$ cat src/rtl/match_timer_judge.sv
// match_timer_judge: round judge for the memory-tile game.
// It counts down the round timer and the unmatched pairs while the game runs.
// It raises gameOver (and win) when all pairs are matched or when time runs out.
// gameOver holds until userquit resets the block.
// Optional feature: define MISS_LIMIT_EN to add a mismatch counter.
// With it, the round is lost on the MAX_MISSES-th mismatch.
module match_timer_judge #(
  parameter int CLKS_PER_SEC = 50000000,
  parameter int GAME_SECONDS = 60,
  parameter int NUM_PAIRS    = 8,
  parameter int SCORE_HIT    = 10,
  parameter int MAX_MISSES   = 5
) (
  input  logic       CLOCK_50,
  input  logic       userquit,
  input  logic       ingameOn,
  input  logic       pair_valid,
  input  logic       pair_match,
  output logic       gameOver,
  output logic       win,
  output logic [6:0] secs_left,
  output logic [4:0] pairs_left,
  output logic [7:0] score,
  output logic       sec_tick
);

  localparam int              PW         = (CLKS_PER_SEC > 1) ? $clog2(CLKS_PER_SEC) : 1;
  localparam logic [PW-1:0]   PRESC_MAX  = PW'(CLKS_PER_SEC - 1);
  localparam logic [PW-1:0]   PRESC_ONE  = PW'(1);
  localparam logic [6:0]      SECS_INIT  = 7'(GAME_SECONDS);
  localparam logic [4:0]      PAIRS_INIT = 5'(NUM_PAIRS);
  localparam logic [8:0]      HIT9       = 9'(SCORE_HIT);

  typedef enum logic [1:0] {S_IDLE, S_RUN, S_WON, S_LOST} state_t;

  state_t        r_state;
  state_t        w_next;
  logic [PW-1:0] r_presc;
  logic [6:0]    r_secs;
  logic [4:0]    r_pairs;
  logic [7:0]    r_score;
  logic          r_game_over;
  logic          r_win;

  logic w_run;
  logic w_wrap;
  logic w_hit;
  logic w_win_evt;
  logic w_loss_evt;
  logic w_abort;

  // Score accumulation saturates at 255 rather than wrapping.
  function automatic logic [7:0] sat_add_score(input logic [7:0] a);
    logic [8:0] s;
    s = {1'b0, a} + HIT9;
    return s[8] ? 8'hFF : s[7:0];
  endfunction

  assign w_run     = (r_state == S_RUN);
  assign w_wrap    = w_run && (r_presc == PRESC_MAX);
  assign w_hit     = w_run && pair_valid && pair_match;
  // Winning beats any same-cycle loss condition.
  assign w_win_evt = w_hit && (r_pairs == 5'd1);

`ifdef MISS_LIMIT_EN
  logic [2:0] r_misses;
  logic [2:0] w_misses_inc;
  logic       w_miss;
  logic       w_miss_loss;

  assign w_miss       = w_run && pair_valid && !pair_match;
  assign w_misses_inc = (r_misses == 3'd7) ? 3'd7 : r_misses + 3'd1;
  assign w_miss_loss  = w_miss && (r_misses != 3'd7) && (int'(w_misses_inc) == MAX_MISSES);
  assign w_loss_evt   = !w_win_evt && ((w_wrap && (r_secs == 7'd1)) || w_miss_loss);
`else
  assign w_loss_evt   = !w_win_evt && w_wrap && (r_secs == 7'd1);
`endif

  // Leaving the game without a verdict aborts the round.
  assign w_abort = w_run && !ingameOn && !w_win_evt && !w_loss_evt;

  // State register.
  always_ff @(posedge CLOCK_50 or posedge userquit) begin
    if (userquit) r_state <= S_IDLE;
    else          r_state <= w_next;
  end

  // Next-state logic; WON and LOST are left only through userquit.
  always_comb begin
    w_next = r_state;
    case (r_state)
      S_IDLE: if (ingameOn) w_next = S_RUN;
      S_RUN: begin
        if (w_win_evt)       w_next = S_WON;
        else if (w_loss_evt) w_next = S_LOST;
        else if (w_abort)    w_next = S_IDLE;
      end
      default: w_next = r_state;
    endcase
  end

  // Counters and registered verdict outputs.
  // In IDLE and on abort, the counters are reloaded; in WON/LOST they freeze.
  always_ff @(posedge CLOCK_50 or posedge userquit) begin
    if (userquit) begin
      r_presc     <= '0;
      r_secs      <= SECS_INIT;
      r_pairs     <= PAIRS_INIT;
      r_score     <= 8'd0;
      r_game_over <= 1'b0;
      r_win       <= 1'b0;
`ifdef MISS_LIMIT_EN
      r_misses    <= 3'd0;
`endif
    end else begin
      r_game_over <= (w_next == S_WON) || (w_next == S_LOST);
      r_win       <= (w_next == S_WON);
      if ((r_state == S_IDLE) || w_abort) begin
        r_presc  <= '0;
        r_secs   <= SECS_INIT;
        r_pairs  <= PAIRS_INIT;
        r_score  <= 8'd0;
`ifdef MISS_LIMIT_EN
        r_misses <= 3'd0;
`endif
      end else if (w_run) begin
        r_presc <= w_wrap ? '0 : r_presc + PRESC_ONE;
        if (w_wrap && (r_secs != 7'd0)) r_secs <= r_secs - 7'd1;
        if (w_hit && (r_pairs != 5'd0)) begin
          r_pairs <= r_pairs - 5'd1;
          r_score <= sat_add_score(r_score);
        end
`ifdef MISS_LIMIT_EN
        if (w_miss) r_misses <= w_misses_inc;
`endif
      end
    end
  end

  assign gameOver   = r_game_over;
  assign win        = r_win;
  assign secs_left  = r_secs;
  assign pairs_left = r_pairs;
  assign score      = r_score;
  // The pulse marks the last prescaler cycle of each running second.
  // It is decoded from registers only.
  assign sec_tick   = w_wrap;

endmodule

$ cat config.mk
export PLATFORM = sky130hd
export DESIGN_NAME = match_timer_judge
export DESIGN_NICKNAME = d
export VERILOG_FILES = /design/src/rtl/match_timer_judge.sv
export SDC_FILE = /design/constraint.sdc
export NUM_CORES = 1
export LEC_CHECK = 0
export ABC_AREA = 0
export BUFFER_PORTS_ARGS = -buffer_cell sky130_fd_sc_hd__buf_4
export CAP_MARGIN = 25
export CORE_ASPECT_RATIO = 0.8
export CORE_MARGIN = 3
export CORE_UTILIZATION = 58
export CTS_CLUSTER_DIAMETER = 120
export DETAILED_ROUTE_END_ITERATION = 12
export PLACE_DENSITY = 0.79
export SLEW_MARGIN = 15
export SYNTH_ARGS = -nofsm -noshare
export SYNTH_HDL_FRONTEND = slang
export SYNTH_SLANG_ARGS = --single-unit
$ cat constraint.sdc
create_clock -name CLOCK_50 -period 2.7 [get_ports CLOCK_50]
set_clock_uncertainty 0.15 [all_clocks]
set_input_delay 0.405 -clock CLOCK_50 [delete_from_list [all_inputs] [get_ports CLOCK_50]]
set_output_delay 0.405 -clock CLOCK_50 [all_outputs]
set_load 0.02 [all_outputs]
* Word level (Yosys, flattened, before mapping)
Cells that the tools add are included.
** Word-level totals
- Register bits after elaboration :: 50
- Bits in latches :: 0
- Memory bits (writable) :: 0
- Bits in read-only memories :: 0
- Input port bits :: 5
- Output and inout port bits :: 23
- Word-level logic and storage cells :: 59
- Memories kept :: 0
** Operators by class
- $add $sub $neg :: 4
- Multiply operators :: 0
- Divide/modulo/power cells :: 0
- $lt $le $gt $ge :: 0
- Equality and inequality tests :: 6
- Shifts and indexed selects :: 0
- Mux-type cells :: 18
- Bitwise gates (word level) :: 0
- Reductions and logical operators :: 24
** Operator list (number)
- $mux W26 :: 3
- $mux W8 :: 4
- $add A26 B1 Y26 const B :: 1
- $eq A26 B26 Y1 const B :: 1
- $mux W7 :: 3
- $mux W5 :: 3
- $logic_and A1 B1 Y1 :: 11
- $add A8 B4 Y9 const B :: 1
- $mux W2 :: 4
- $eq A7 B1 Y1 const B :: 1
- $reduce_bool A7 Y1 :: 1
- $sub A7 B1 Y7 const B :: 1
- $reduce_bool A2 Y1 :: 3
- $eq A5 B1 Y1 const B :: 1
- $reduce_bool A5 Y1 :: 1
- $sub A5 B1 Y5 const B :: 1
- $eq A2 B2 Y1 const B :: 2
- $pmux W2 S2 :: 1
- $reduce_and A2 Y1 :: 2
- $logic_not A1 Y1 :: 3
- $eq A2 B1 Y1 const B :: 1
- $logic_not A2 Y1 :: 1
- $logic_or A1 B1 Y1 :: 2

* Logic depth before layout (Yosys ltp)
Gate-level depths: netlist of run 1.
- Depth after elaboration :: 15
- Depth in mapped cells :: 9
- Mapped depth without buffers :: 7

* Worst setup path after synthesis of run 1
No wires, ideal clock.
- Path kind :: reg2reg
- Start point :: reg r_pairs[1] (netlist: pairs_left[1])
- End point :: reg r_secs[5] (netlist: secs_left[5])
- Setup time :: 0.088 ns
- Arrival time :: 2.084 ns
- Required time :: 2.462 ns
- Path slack :: 0.378 ns
- Cell stages (with the launch flop) :: 8
- Period minus slack after synthesis :: 2.322 ns
- Cells stage by stage :: dfrtp_1 inv_1 ha_1 or4b_1 o21ai_1 nand2b_1 a31oi_4 or3_1
** On the way
- Longest elaborated chain between the ends :: 10
- Elaborated cells on any way between the ends :: 13
- Those cells by class :: eq/ne: 1; mux: 1; reduce/logical: 11
** RTL lines
- start, declared :: RTL line 40 : logic [4:0] r_pairs;
- start signal, assigned :: RTL line 130 : r_pairs <= r_pairs - 5'd1;
- $eq A5 B1 Y1 (*) :: RTL line 63 : assign w_win_evt = w_hit && (r_pairs == 5'd1);
- $logic_and A1 B1 Y1 (*) :: RTL line 63
- $logic_not A1 Y1 (*) :: RTL line 76, 80
- $logic_and A1 B1 Y1 (2 in a row) :: RTL line 76 : assign w_loss_evt = !w_win_evt && w_wrap && (r_secs == 7'd1);
- $logic_not A1 Y1 :: RTL line 80 : assign w_abort = w_run && !ingameOn && !w_win_evt && !w_loss_evt;
- $logic_and A1 B1 Y1 (*) :: RTL line 80
- $logic_or A1 B1 Y1 (*) :: RTL line 118 : if ((r_state == S_IDLE) || w_abort) begin
- $reduce_bool A2 Y1 (no source line)
- $reduce_and A2 Y1 (no source line)
- end signal, assigned :: RTL line 128 : if (w_wrap && (r_secs != 7'd0)) r_secs <= r_secs - 7'd1;
- end, declared :: RTL line 39 : logic [6:0] r_secs;
Every way passes the cells marked *; elsewhere a longest branch is shown, timed or not.
A chain may end at the register's enable or synchronous reset.

* Final worst setup path of run 1
- Start point :: reg r_presc[0]
- End point :: out sec_tick
** On the way
- Longest elaborated chain between the ends :: 2
** RTL lines
- start, declared :: RTL line 38 : logic [PW-1:0] r_presc;
- start signal, assigned :: RTL line 127 : r_presc <= w_wrap ? '0 : r_presc + PRESC_ONE;
- $eq A26 B26 Y1 :: RTL line 60 : assign w_wrap = w_run && (r_presc == PRESC_MAX);
- $logic_and A1 B1 Y1 :: RTL line 60
- end, declared :: RTL line 24 : output logic sec_tick
Every way passes these cells.

==> impl_metrics.ini, run 1 <==
[detailed_routing]
drc_errors = 0
wl_um = 5910
viasPerCell = 5.91
drt_iter0_drc = 159
wl_per_cell_um = 16.0
dr.pass1.iters = 4
vias = 2188
drtAntennaViolNets = 0

[floorplan]
die_y_um = 66.8
die_x_um = 82.0
start_util_pct = 62.2
die_area_mm2 = 0.00548
core_mm2 = 0.00431
ios = 28
num_rows = 21

[setup_path]
path_class = reg2out
crit_family = simple AND/OR/NAND/NOR gates
path_cells = ha_1, and3b_2, nand4_4, or2_4, inv_2, buf_4
worstPathRequired_ns = 2.14
endpoint_kind = output port
critPathBufInv = 2
critPathSlowestCell = dfrtp_1
cp.arrival_ns = 1.97
max_stage_delay_ns = 0.42
crit_path_max_fanout = 10
cp-start-kind = register

[global_routing]
grt-ovfl-total = 0
grt_pass1_wl_um = 9870
grt_pass1_vias = 2026
grt_max_degree = 22
antenna_found_initial = 0
track_usage_pct = 23.7
gr-usage-met2_pct = 33.3
grt_util_met3_pct = 4.05
grt_busiest_layer = met1
use_met1_pct = 37.2

[finish]
final_cell_mix = dfrtp_1 (44), nor2_1 (42), buf_4 (37), xor2_1 (19), nand2_1 (16)
nFillCells = 319
regArea_mm2 = 0.00123
drive_gt1_share_pct = 21.1
syn2layout_area_growth_pct = 16.5
finalNetCount = 325
antennaDiodeCount = 0
multi_input_area_mm2 = 0.00136
utilization_pct = 72.5
layout_commonest_cell = dfrtp_1

[power_and_ir_drop]
p_seq_share_pct = 52.5
p_sw_uw = 282
switching_share_pct = 20.1
p_per_area_mw_per_mm2 = 449
p_leak_uw = 0.00143
clock_power_share_pct = 45.0
p_comb_share_pct = 2.5
vdd_drop_max_uv = 262
p_int_uw = 1120

[timing]
setup_viol = 0
hold_viol = 0
min_period_ns = 2.52
max_freq_mhz = 396
max_slew.worst_pin.slew_ns = 0.586
period_share_pct = 93.4
rsz0062_at_grt = no
drv_slew = 0
fin_setup_tns_ns = 0
max-slew-margin-rel_pct = 60.9

[cts]
cts.reportedPaths.clkPinSlew_ns = 0.10
ctsRootBufferMaster = clkbuf_8
post_cts_buffers = 0
cts_sinks = 49
cts_max_level = 2
cts_buffer_depth = 2
cts_tree = done
cts_buffers = 5
insertion_delay_ns = 0.30

[status]
outcome = finished clean

[logic_synthesis]
synthCells = 275
synth-async-reset-ratio_pct = 100
synth_fp_nets = 288
avgSynthCellArea_um2 = 9.75
synth_edf_count = 0
synth_area_mm2 = 0.00268
synth-seq-cells = 49
yosysWarnings = 0
ys_seq_area_share_pct = 46.0
ys_types = 54
yosys_most_used_dff = dfrtp_1

[flow_run]
cap_viol_max_count = 0

[placement]
gp_congestion = 0.819
port-buffer-count = 27
hpwl_um = 4180

[hold_path]
min_path_type = in2reg
==> final cells by class <==
cell class / instances / share of cell area, %
tap: 57 / 2.28
clock inverter: 3 / 2.20
clock buffer: 5 / 2.20
sequential: 49 / 39.4
inverter: 10 / 1.20
multi-input combinational: 208 / 43.5
timing repair buffer: 38 / 9.21
==> timing repair <==
item	in CTS	in global routing
setup endpoints to repair	0	1
gates resized for setup	0	1
endpoints found under the hold margin	12	0
hold buffers	1	0
==> registers in the layout, indices dropped and copies added (netlist names) <==
signal	flops
gameOver	1
pairs_left	5
r_presc	26
r_state	1
score	8
secs_left	7
win	1
==> metrics by stage <==
| step | hold slack (ns) | power (uW) | std cells | area (um^2) | worst slack (ns) |
|---|---|---|---|---|---|
| after floorplan | 0.315 | 768 | 275 | 2680 | 0.378 |
| after global placement | 0.234 | 785 | 361 | 2970 | 0.325 |
| after detailed placement | 0.237 | 785 | 361 | 2970 | 0.237 |
| after CTS | 0.191 | 1420 | 370 | 3120 | 0.0958 |
| after global routing | 0.204 | 1450 | 370 | 3120 | 0.0717 |
| final | 0.207 | 1400 | 370 | 3120 | 0.177 |
==> power by group through the flow <==
stage	clock network, uW	logic, uW	registers [uW]
after global placement	0	34.3	750
after detailed placement	0	34.5	750
after global routing	674	39.2	737
final	631	35.0	736
after CTS	644	36.1	736
after floorplan	0	17.6	751
==> Yosys cell counts, types with 2 or more instances <==
cell	n	share of area [%]
a211oi_1	3	0.84
a21o_1	5	1.4
a21oi_1	8	1.5
a311oi_1	3	0.98
and3_1	2	0.47
and4_2	2	0.75
buf_6	3	1.3
clkbuf_1	4	0.56
dfrtp_1	44	41
dfstp_2	5	4.9
ha_1	8	3.7
inv_1	9	1.3
nand2_1	16	2.2
nand2b_1	5	1.2
nand3_1	15	2.8
nand3b_1	2	0.56
nand4_1	7	1.6
nand4b_1	2	0.65
nor2_1	42	5.9
nor3_1	8	1.5
nor4_1	7	1.6
nor4_2	2	0.93
o21ai_0	12	2.2
o22ai_1	2	0.47
or3_1	5	1.2
xnor2_1	8	2.6
xor2_1	19	6.2
==> worst reg2reg max path, cell delays in order (launching register included) <==
cell and delay (ns):
dfrtp_1 0.42, inv_1 0.11, ha_1 0.18, or4b_1 0.50, nor2_1 0.17, nor2_1 0.12
a31oi_4 0.51, o22ai_1 0.15
==> path summary, 6_finish.rpt <==
| path | to | cells after the start | slack [ns] | startpoint |
|---|---|---|---|---|
| max reg2reg | secs_left[1]$_DFFE_PP0P_ | 7 | 0.25 | pairs_left[1]$_DFFE_PP0P_ |
| min in group asynchronous | pairs_left[4]$_DFFE_PP0P_ | 3 | 0.45 | userquit |
| min reg2reg | score[0]$_DFFE_PP0P_ | 2 | 0.37 | score[0]$_DFFE_PP0P_ |
| max | sec_tick | 6 | 0.18 | r_presc[0]$_DFFE_PP0P_ |
| max in group asynchronous | secs_left[3]$_DFFE_PP1P_ | 4 | 1.35 | userquit |
| min | r_state[0]$_DFF_PP0_ | 2 | 0.21 | ingameOn |
==> cell families (layout without fill, tap and decap cells) <==
logic type,after synthesis,count (layout),synth area share [%]
AO/OA/AOI/OAI,43,43,11.1
AND/OR/NAND/NOR,129,129,26.5
XOR/XNOR,27,27,8.82
adder cells (fa/ha/maj),8,8,3.73
flip-flops,49,49,46.0
buffers and inverters,18,56,3.50
multiplexers,1,1,0.373
==> layer usage <==
metal | vias to the layer above | routed length (um)
met5 | - | 0
met4 | 0 | 55
met3 | 6 | 416
met2 | 88 | 2500
met1 | 1038 | 2930
li1 | 1056 | -
Power figures use the tool's default switching activity.
==> run 2, diff against run 1 <==
--- a/config.mk
+++ b/config.mk
@@ -10,10 +10,10 @@
 export CAP_MARGIN = 25
 export CORE_ASPECT_RATIO = 0.8
 export CORE_MARGIN = 3
-export CORE_UTILIZATION = 58
+export CORE_UTILIZATION = 63
 export CTS_CLUSTER_DIAMETER = 120
 export DETAILED_ROUTE_END_ITERATION = 12
-export PLACE_DENSITY = 0.79
+export PLACE_DENSITY = 0.85
 export SLEW_MARGIN = 15
 export SYNTH_ARGS = -nofsm -noshare
 export SYNTH_HDL_FRONTEND = slang
==> constraint.sdc (replaced) <==
create_clock -name CLOCK_50 -period 3.2 [get_ports CLOCK_50]
set_clock_uncertainty 0.15 [all_clocks]
set_input_delay 0.48 -clock CLOCK_50 [delete_from_list [all_inputs] [get_ports CLOCK_50]]
set_output_delay 0.48 -clock CLOCK_50 [all_outputs]
set_load 0.02 [all_outputs]
==> impl_metrics.ini, run 2 (same netlist as run 1, synthesis figures left out) <==
[placement]
post-place-ws_ns = 0.547
port-buffer-count = 27
gp_congestion = 0.870
hpwl_um = 3940

[setup_path]
cp.arrival_ns = 2.08
regToRegStartpoint = pairs_left[1]$_DFFE_PP0P_
critPathBufInv = 2
endpoint_kind = output port
r2r_end = r_presc[16]$_DFFE_PP0P_
max_stage_delay_ns = 0.43
path_class = reg2out
worstPathRequired_ns = 2.57
critPathSlowestCell = dfrtp_1
crit_family = simple AND/OR/NAND/NOR gates
cp-start-kind = register
crit_cells = 6
rrSetupSlack_ns = 0.53
path_cells = ha_1, and3b_2, nand4_4, or2_1, inv_2, buf_4
crit_path_max_fanout = 10
setup.worst_path.start = r_presc[1]$_DFFE_PP0P_
crit_path_end = sec_tick
ff2ff_path_depth = 7

[finish]
syn2layout_area_growth_pct = 12.9
antennaDiodeCount = 0
top_register = r_presc
nFillCells = 290
drive_gt1_share_pct = 19.0
largest_register_ffs = 26
finalNetCount = 318
layout_commonest_cell = dfrtp_1
final_cell_mix = dfrtp_1 (44), nor2_1 (42), buf_4 (29), xor2_1 (19), nand2_1 (16)

[global_routing]
grt-ovfl-total = 0
antenna_found_initial = 0
grt_max_degree = 50
track_usage_pct = 24.1
grt_pass1_wl_um = 9610
grt_pass1_vias = 2086

[floorplan]
start_util_pct = 67.8
core_mm2 = 0.00395
num_rows = 20
die_x_um = 78.9
ios = 28
die_y_um = 64.4
die_area_mm2 = 0.00508

[cts]
insertion_delay_ns = 0.30
cts_resized = 0
cts_max_level = 2
cts.reportedPaths.clkPinSlew_ns = 0.08
ctsRootBufferMaster = clkbuf_8
cts_buffers = 5
cts_tree = done
cts_buffer_depth = 2
cts_sinks = 49

[timing]
setup_viol = 0
max-slew-margin-rel_pct = 47.4
max_freq_mhz = 369
drv_slew = 0
rsz0062_at_grt = no
final.setup.worst_slack_ns = 0.490
period_share_pct = 84.7
max_slew.worst_pin.slew_ns = 0.782
hold_viol = 0
fin_setup_tns_ns = 0
min_period_ns = 2.71

[detailed_routing]
drt_iter0_drc = 219
wl_um = 5540
dr.pass1.iters = 4
vias = 2127
wl_per_cell_um = 15.4
drc_errors = 0
viasPerCell = 5.89
drtAntennaViolNets = 0

[hold_path]
min_path_type = in2reg

[power_and_ir_drop]
vdd_drop_max_uv = 255
p_leak_uw = 0.00137
p_per_area_mw_per_mm2 = 331

[flow_run]
cap_viol_max_count = 0

[status]
outcome = finished clean
## run 2: cell types whose count changed in the layout (fill, tap and decap cells not counted), sizes merged
cell      before  now
buf           37   30
clkinv         0    2
bufinv         2    0
inv           11   10
clkinvlp       0    1
## run 2: metrics by stage
step	power (uW)	instances	cell area, um^2	hold slack (ns)	util, %
floorplan	648	275	2680	0.315	-
finish	1000	361	3030	0.283	76.6
global route	1040	361	3030	0.283	76.6
CTS	1010	359	3000	0.278	75.8
global placement	657	351	2910	0.334	73.6
detailed placement	657	351	2910	0.350	73.6
## run 2: repair_timing
action / 4_1_cts / 5_1_grt
endpoints found under the hold margin: 0 / 12
buffers inserted: 0 / 0
hold buffers: 0 / 1
## run 2: how the worst min path moves through the flow
stage	from	to	slack (ns)	cells past startpoint
2_1_floorplan	r_presc[25]$_DFFE_PP0P_	r_presc[25]$_DFFE_PP0P_	0.32	1
3_3_place_gp	score[0]$_DFFE_PP0P_	score[0]$_DFFE_PP0P_	0.33	2
3_5_place_dp	r_presc[25]$_DFFE_PP0P_	r_presc[25]$_DFFE_PP0P_	0.35	1
4_1_cts	ingameOn	r_state[0]$_DFF_PP0_	0.28	2
5_1_grt	ingameOn	r_state[0]$_DFF_PP0_	0.28	2
6_report	ingameOn	r_state[0]$_DFF_PP0_	0.28	2
## run 2: area by class of cell
type                            count  area, um^2  area share, %
Tap cell                           55        68.8           2.27
Sequential cell                    49        1230           40.7
Inverter                           10        37.5           1.24
Clock inverter                      3        17.5          0.579
Clock buffer                        5        68.8           2.27
Multi-Input combinational cell    208        1360           44.8
Timing Repair Buffer               31         248           8.18
## run 2: routing by layer
metal  routed length, um  GRT usage (%)
met1                2790           34.9
met2                2450           36.9
met3                 254           4.37
met4                  48           7.51
met5                   0              0
## run 2: worst register-to-register path: cells and delay by family (launching register included)
kind	cells	cell delay (ns)
flops	1	0.41
buf+inv	1	0.10
compound gates	1	0.31
fa+ha+maj	1	0.17
simple gates	4	1.46
## run 2: report_power, final
| group | internal, uW | switching, uW |
|---|---|---|
| registers | 620 | 2.04 |
| logic | 9.81 | 16.7 |
| clock network | 151 | 203 |
| total | 781 | 222 |
==> run 3, diff against run 2 <==
--- a/config.mk
+++ b/config.mk
@@ -5,15 +5,15 @@
 export SDC_FILE = /design/constraint.sdc
 export NUM_CORES = 1
 export LEC_CHECK = 0
-export ABC_AREA = 0
+export ABC_AREA = 1
 export BUFFER_PORTS_ARGS = -buffer_cell sky130_fd_sc_hd__buf_4
 export CAP_MARGIN = 25
 export CORE_ASPECT_RATIO = 0.8
 export CORE_MARGIN = 3
-export CORE_UTILIZATION = 63
+export CORE_UTILIZATION = 59
 export CTS_CLUSTER_DIAMETER = 120
 export DETAILED_ROUTE_END_ITERATION = 12
-export PLACE_DENSITY = 0.85
+export PLACE_DENSITY = 0.79
 export SLEW_MARGIN = 15
 export SYNTH_ARGS = -nofsm -noshare
 export SYNTH_HDL_FRONTEND = slang
==> constraint.sdc (replaced) <==
create_clock -name CLOCK_50 -period 2.7 [get_ports CLOCK_50]
set_clock_uncertainty 0.15 [all_clocks]
set_input_delay 0.405 -clock CLOCK_50 [delete_from_list [all_inputs] [get_ports CLOCK_50]]
set_output_delay 0.405 -clock CLOCK_50 [all_outputs]
set_load 0.02 [all_outputs]
==> impl_metrics.ini, run 3 <==
[logic_synthesis]
avgSynthCellArea_um2 = 7.67
yosysTopAreaCellShare_pct = 36.3
yosys-top-cells-count = nand2_1 (90), nor2_1 (52), inv_1 (51)
yosys.area.top_type = dfrtp_1
synth_fp_nets = 408
synth-seq-cells = 49
synth_area_leaders = dfrtp_1 (36%), nand2_1 (11%), nor2_1 (6.4%)
synthCells = 395
yosys_most_used_dff = dfrtp_1
synth-async-reset-ratio_pct = 100
synth_most_common_cell = nand2_1
synth_area_mm2 = 0.00303
yosysWarnings = 0
ys_types = 36
synth_edf_count = 0
ys_seq_area_share_pct = 40.7

[setup_path]
endpoint_kind = output port
crit_path_max_fanout = 5
max_stage_delay_ns = 0.40
crit_family = simple AND/OR/NAND/NOR gates
cp.arrival_ns = 1.74
critPathBufInv = 1
path_class = reg2out
path_cells = ha_1, nand2_1, nor2_2, nand3_2, nor2_4, buf_4
crit_cells = 6
critPathSlowestCell = dfrtp_1
ff2ff_path_depth = 10
cp-start-kind = register
worstPathRequired_ns = 2.14

[detailed_routing]
wl_um = 6740
drc_errors = 0
drt_iter0_drc = 165
vias = 2663
wl_per_cell_um = 13.8
drtAntennaViolNets = 0
dr.pass1.iters = 5
viasPerCell = 5.47

[timing]
hold-worst-slack_ns = -0.0184
hold_viol = 22
drv_slew = 0
rsz0062_at_grt = no
min_period_ns = 2.29
max_slew.worst_pin.slew_ns = 0.518
fin_setup_tns_ns = 0
setup_viol = 0
max_freq_mhz = 437
max-slew-margin-rel_pct = 65.4
period_share_pct = 84.8

[global_routing]
grt-ovfl-total = 0
grt_pass1_wl_um = 11400
grt_max_degree = 29
track_usage_pct = 23.5
antenna_found_initial = 0
grt_pass1_vias = 2475

[finish]
finalNetCount = 439
drive_gt1_share_pct = 18.7
final_cell_mix = nand2_1 (90), nor2_1 (52), inv_1 (50), dfrtp_1 (44), nand3_1 (34)
antennaDiodeCount = 0
utilization_pct = 71.2
nFillCells = 392
final_cells = 487
top_register = r_presc
final_area_mm2 = 0.00339
syn2layout_area_growth_pct = 11.9
layout_commonest_cell = nand2_1
largest_register_ffs = 26

[floorplan]
ios = 28
die_y_um = 70.1
core_mm2 = 0.00476
die_x_um = 86.1
die_area_mm2 = 0.00604
start_util_pct = 63.6
num_rows = 22

[power_and_ir_drop]
p_leak_uw = 0.00170
p_per_area_mw_per_mm2 = 366
total_power_uw = 1240
vdd_drop_max_uv = 342

[placement]
port-buffer-count = 27
place_area_mm2 = 0.00329
hpwl_um = 5020
placed_cells = 479
gp_congestion = 0.869

[cts]
cts_tree = done
cts.reportedPaths.clkPinSlew_ns = 0.09
cts_hold_buf = 0
cts_buffer_depth = 2
cts_max_level = 2
cts_sinks = 49
post_cts_buffers = 0
cts_buffers = 5
ctsRootBufferMaster = clkbuf_8
insertion_delay_ns = 0.31
cts_resized = 0

[status]
violations = negative hold slack
outcome = finished, violations left

[flow_run]
cap_viol_max_count = 0

[hold_path]
min_path_type = in2async
==> run 3: changes by cell type after synthesis, moves of 5 or more <==
cell / change
inv_1: +42
xor2_1: -6
nand2_1: +74
nand3_1: +19
or3_1: -5
nor2_1: +10
nand2b_1: -5
nor3_1: +5
a21o_1: -5
xnor2_1: -7
nand3_2: +13
==> run 3: layout make-up <==
| class | count | area, um^2 | share of cell area (%) |
|---|---|---|---|
| Multi-Input combinational cell | 283 | 1520 | 44.8 |
| Sequential cell | 49 | 1230 | 36.3 |
| Clock buffer | 7 | 96.3 | 2.84 |
| Timing Repair Buffer | 31 | 245 | 7.23 |
| Tap cell | 60 | 75.1 | 2.21 |
| Inverter | 56 | 218 | 6.42 |
| Clock inverter | 1 | 5.00 | 0.148 |
==> run 3: final timing paths <==
kind / start / endpoint / slack, ns
worst max-delay path: r_presc[0]$_DFFE_PP0P_ / sec_tick / 0.41
worst min-delay path: userquit / r_presc[2]$_DFFE_PP0P_ / -0.02
worst max register to register: r_presc[0]$_DFFE_PP0P_ / r_presc[22]$_DFFE_PP0P_ / 0.63
worst min register to register: secs_left[3]$_DFFE_PP1P_ / secs_left[3]$_DFFE_PP1P_ / 0.37
max in group asynchronous: userquit / secs_left[5]$_DFFE_PP1P_ / 1.82
min in group CLOCK_50: secs_left[3]$_DFFE_PP1P_ / secs_left[3]$_DFFE_PP1P_ / 0.37
==> run 3: power breakdown <==
part	total (uW)	internal (uW)	switching (uW)	leakage (uW)
logic	24.6	7.08	17.5	0.000995
clock network	481	232	249	0.0000542
registers	734	734	0	0.000647
==> run 3: stage by stage <==
stage | setup slack (ns) | hold slack (ns)
finish | 0.410 | -0.0184
global route | 0.284 | 0.0222
CTS | 0.410 | 0.00184
detailed placement | 0.658 | 0.331
global placement | 0.700 | 0.324
floorplan | 0.807 | 0.329
==> run 3: kinds of logic (layout without fill, tap and decap cells) <==
| family | count (synthesis) | after routing | synth area share, % |
|---|---|---|---|
| DFF | 49 | 49 | 40.7 |
| xor gates and xnor gates | 14 | 14 | 4.05 |
| adders and majority gates | 8 | 8 | 3.30 |
| and+or+nand+nor | 238 | 238 | 38.4 |
| buffers and inverters | 63 | 95 | 9.17 |
| AOI/OAI and AO/OA | 22 | 22 | 4.05 |
| muxes | 1 | 1 | 0.330 |
==> run 3: worst reg2reg max path, cell delays in order, from the launching register on <==
cell	delay (ns)
dfrtp_1	0.40
ha_1	0.18
nand2_1	0.08
nor2_2	0.22
nand2_1	0.12
nor2_1	0.13
nand2_1	0.10
nor2_1	0.31
nand4_1	0.13
nand2_1	0.10
a21oi_1	0.04
==> run 3: layer usage <==
metal | global-route usage, % | up-vias | routed length, um
met5 | 0 | - | 0
met4 | 6.68 | 0 | 106
met3 | 4.36 | 15 | 407
met2 | 35.1 | 89 | 2930
met1 | 34.8 | 1239 | 3290
li1 | - | 1320 | -
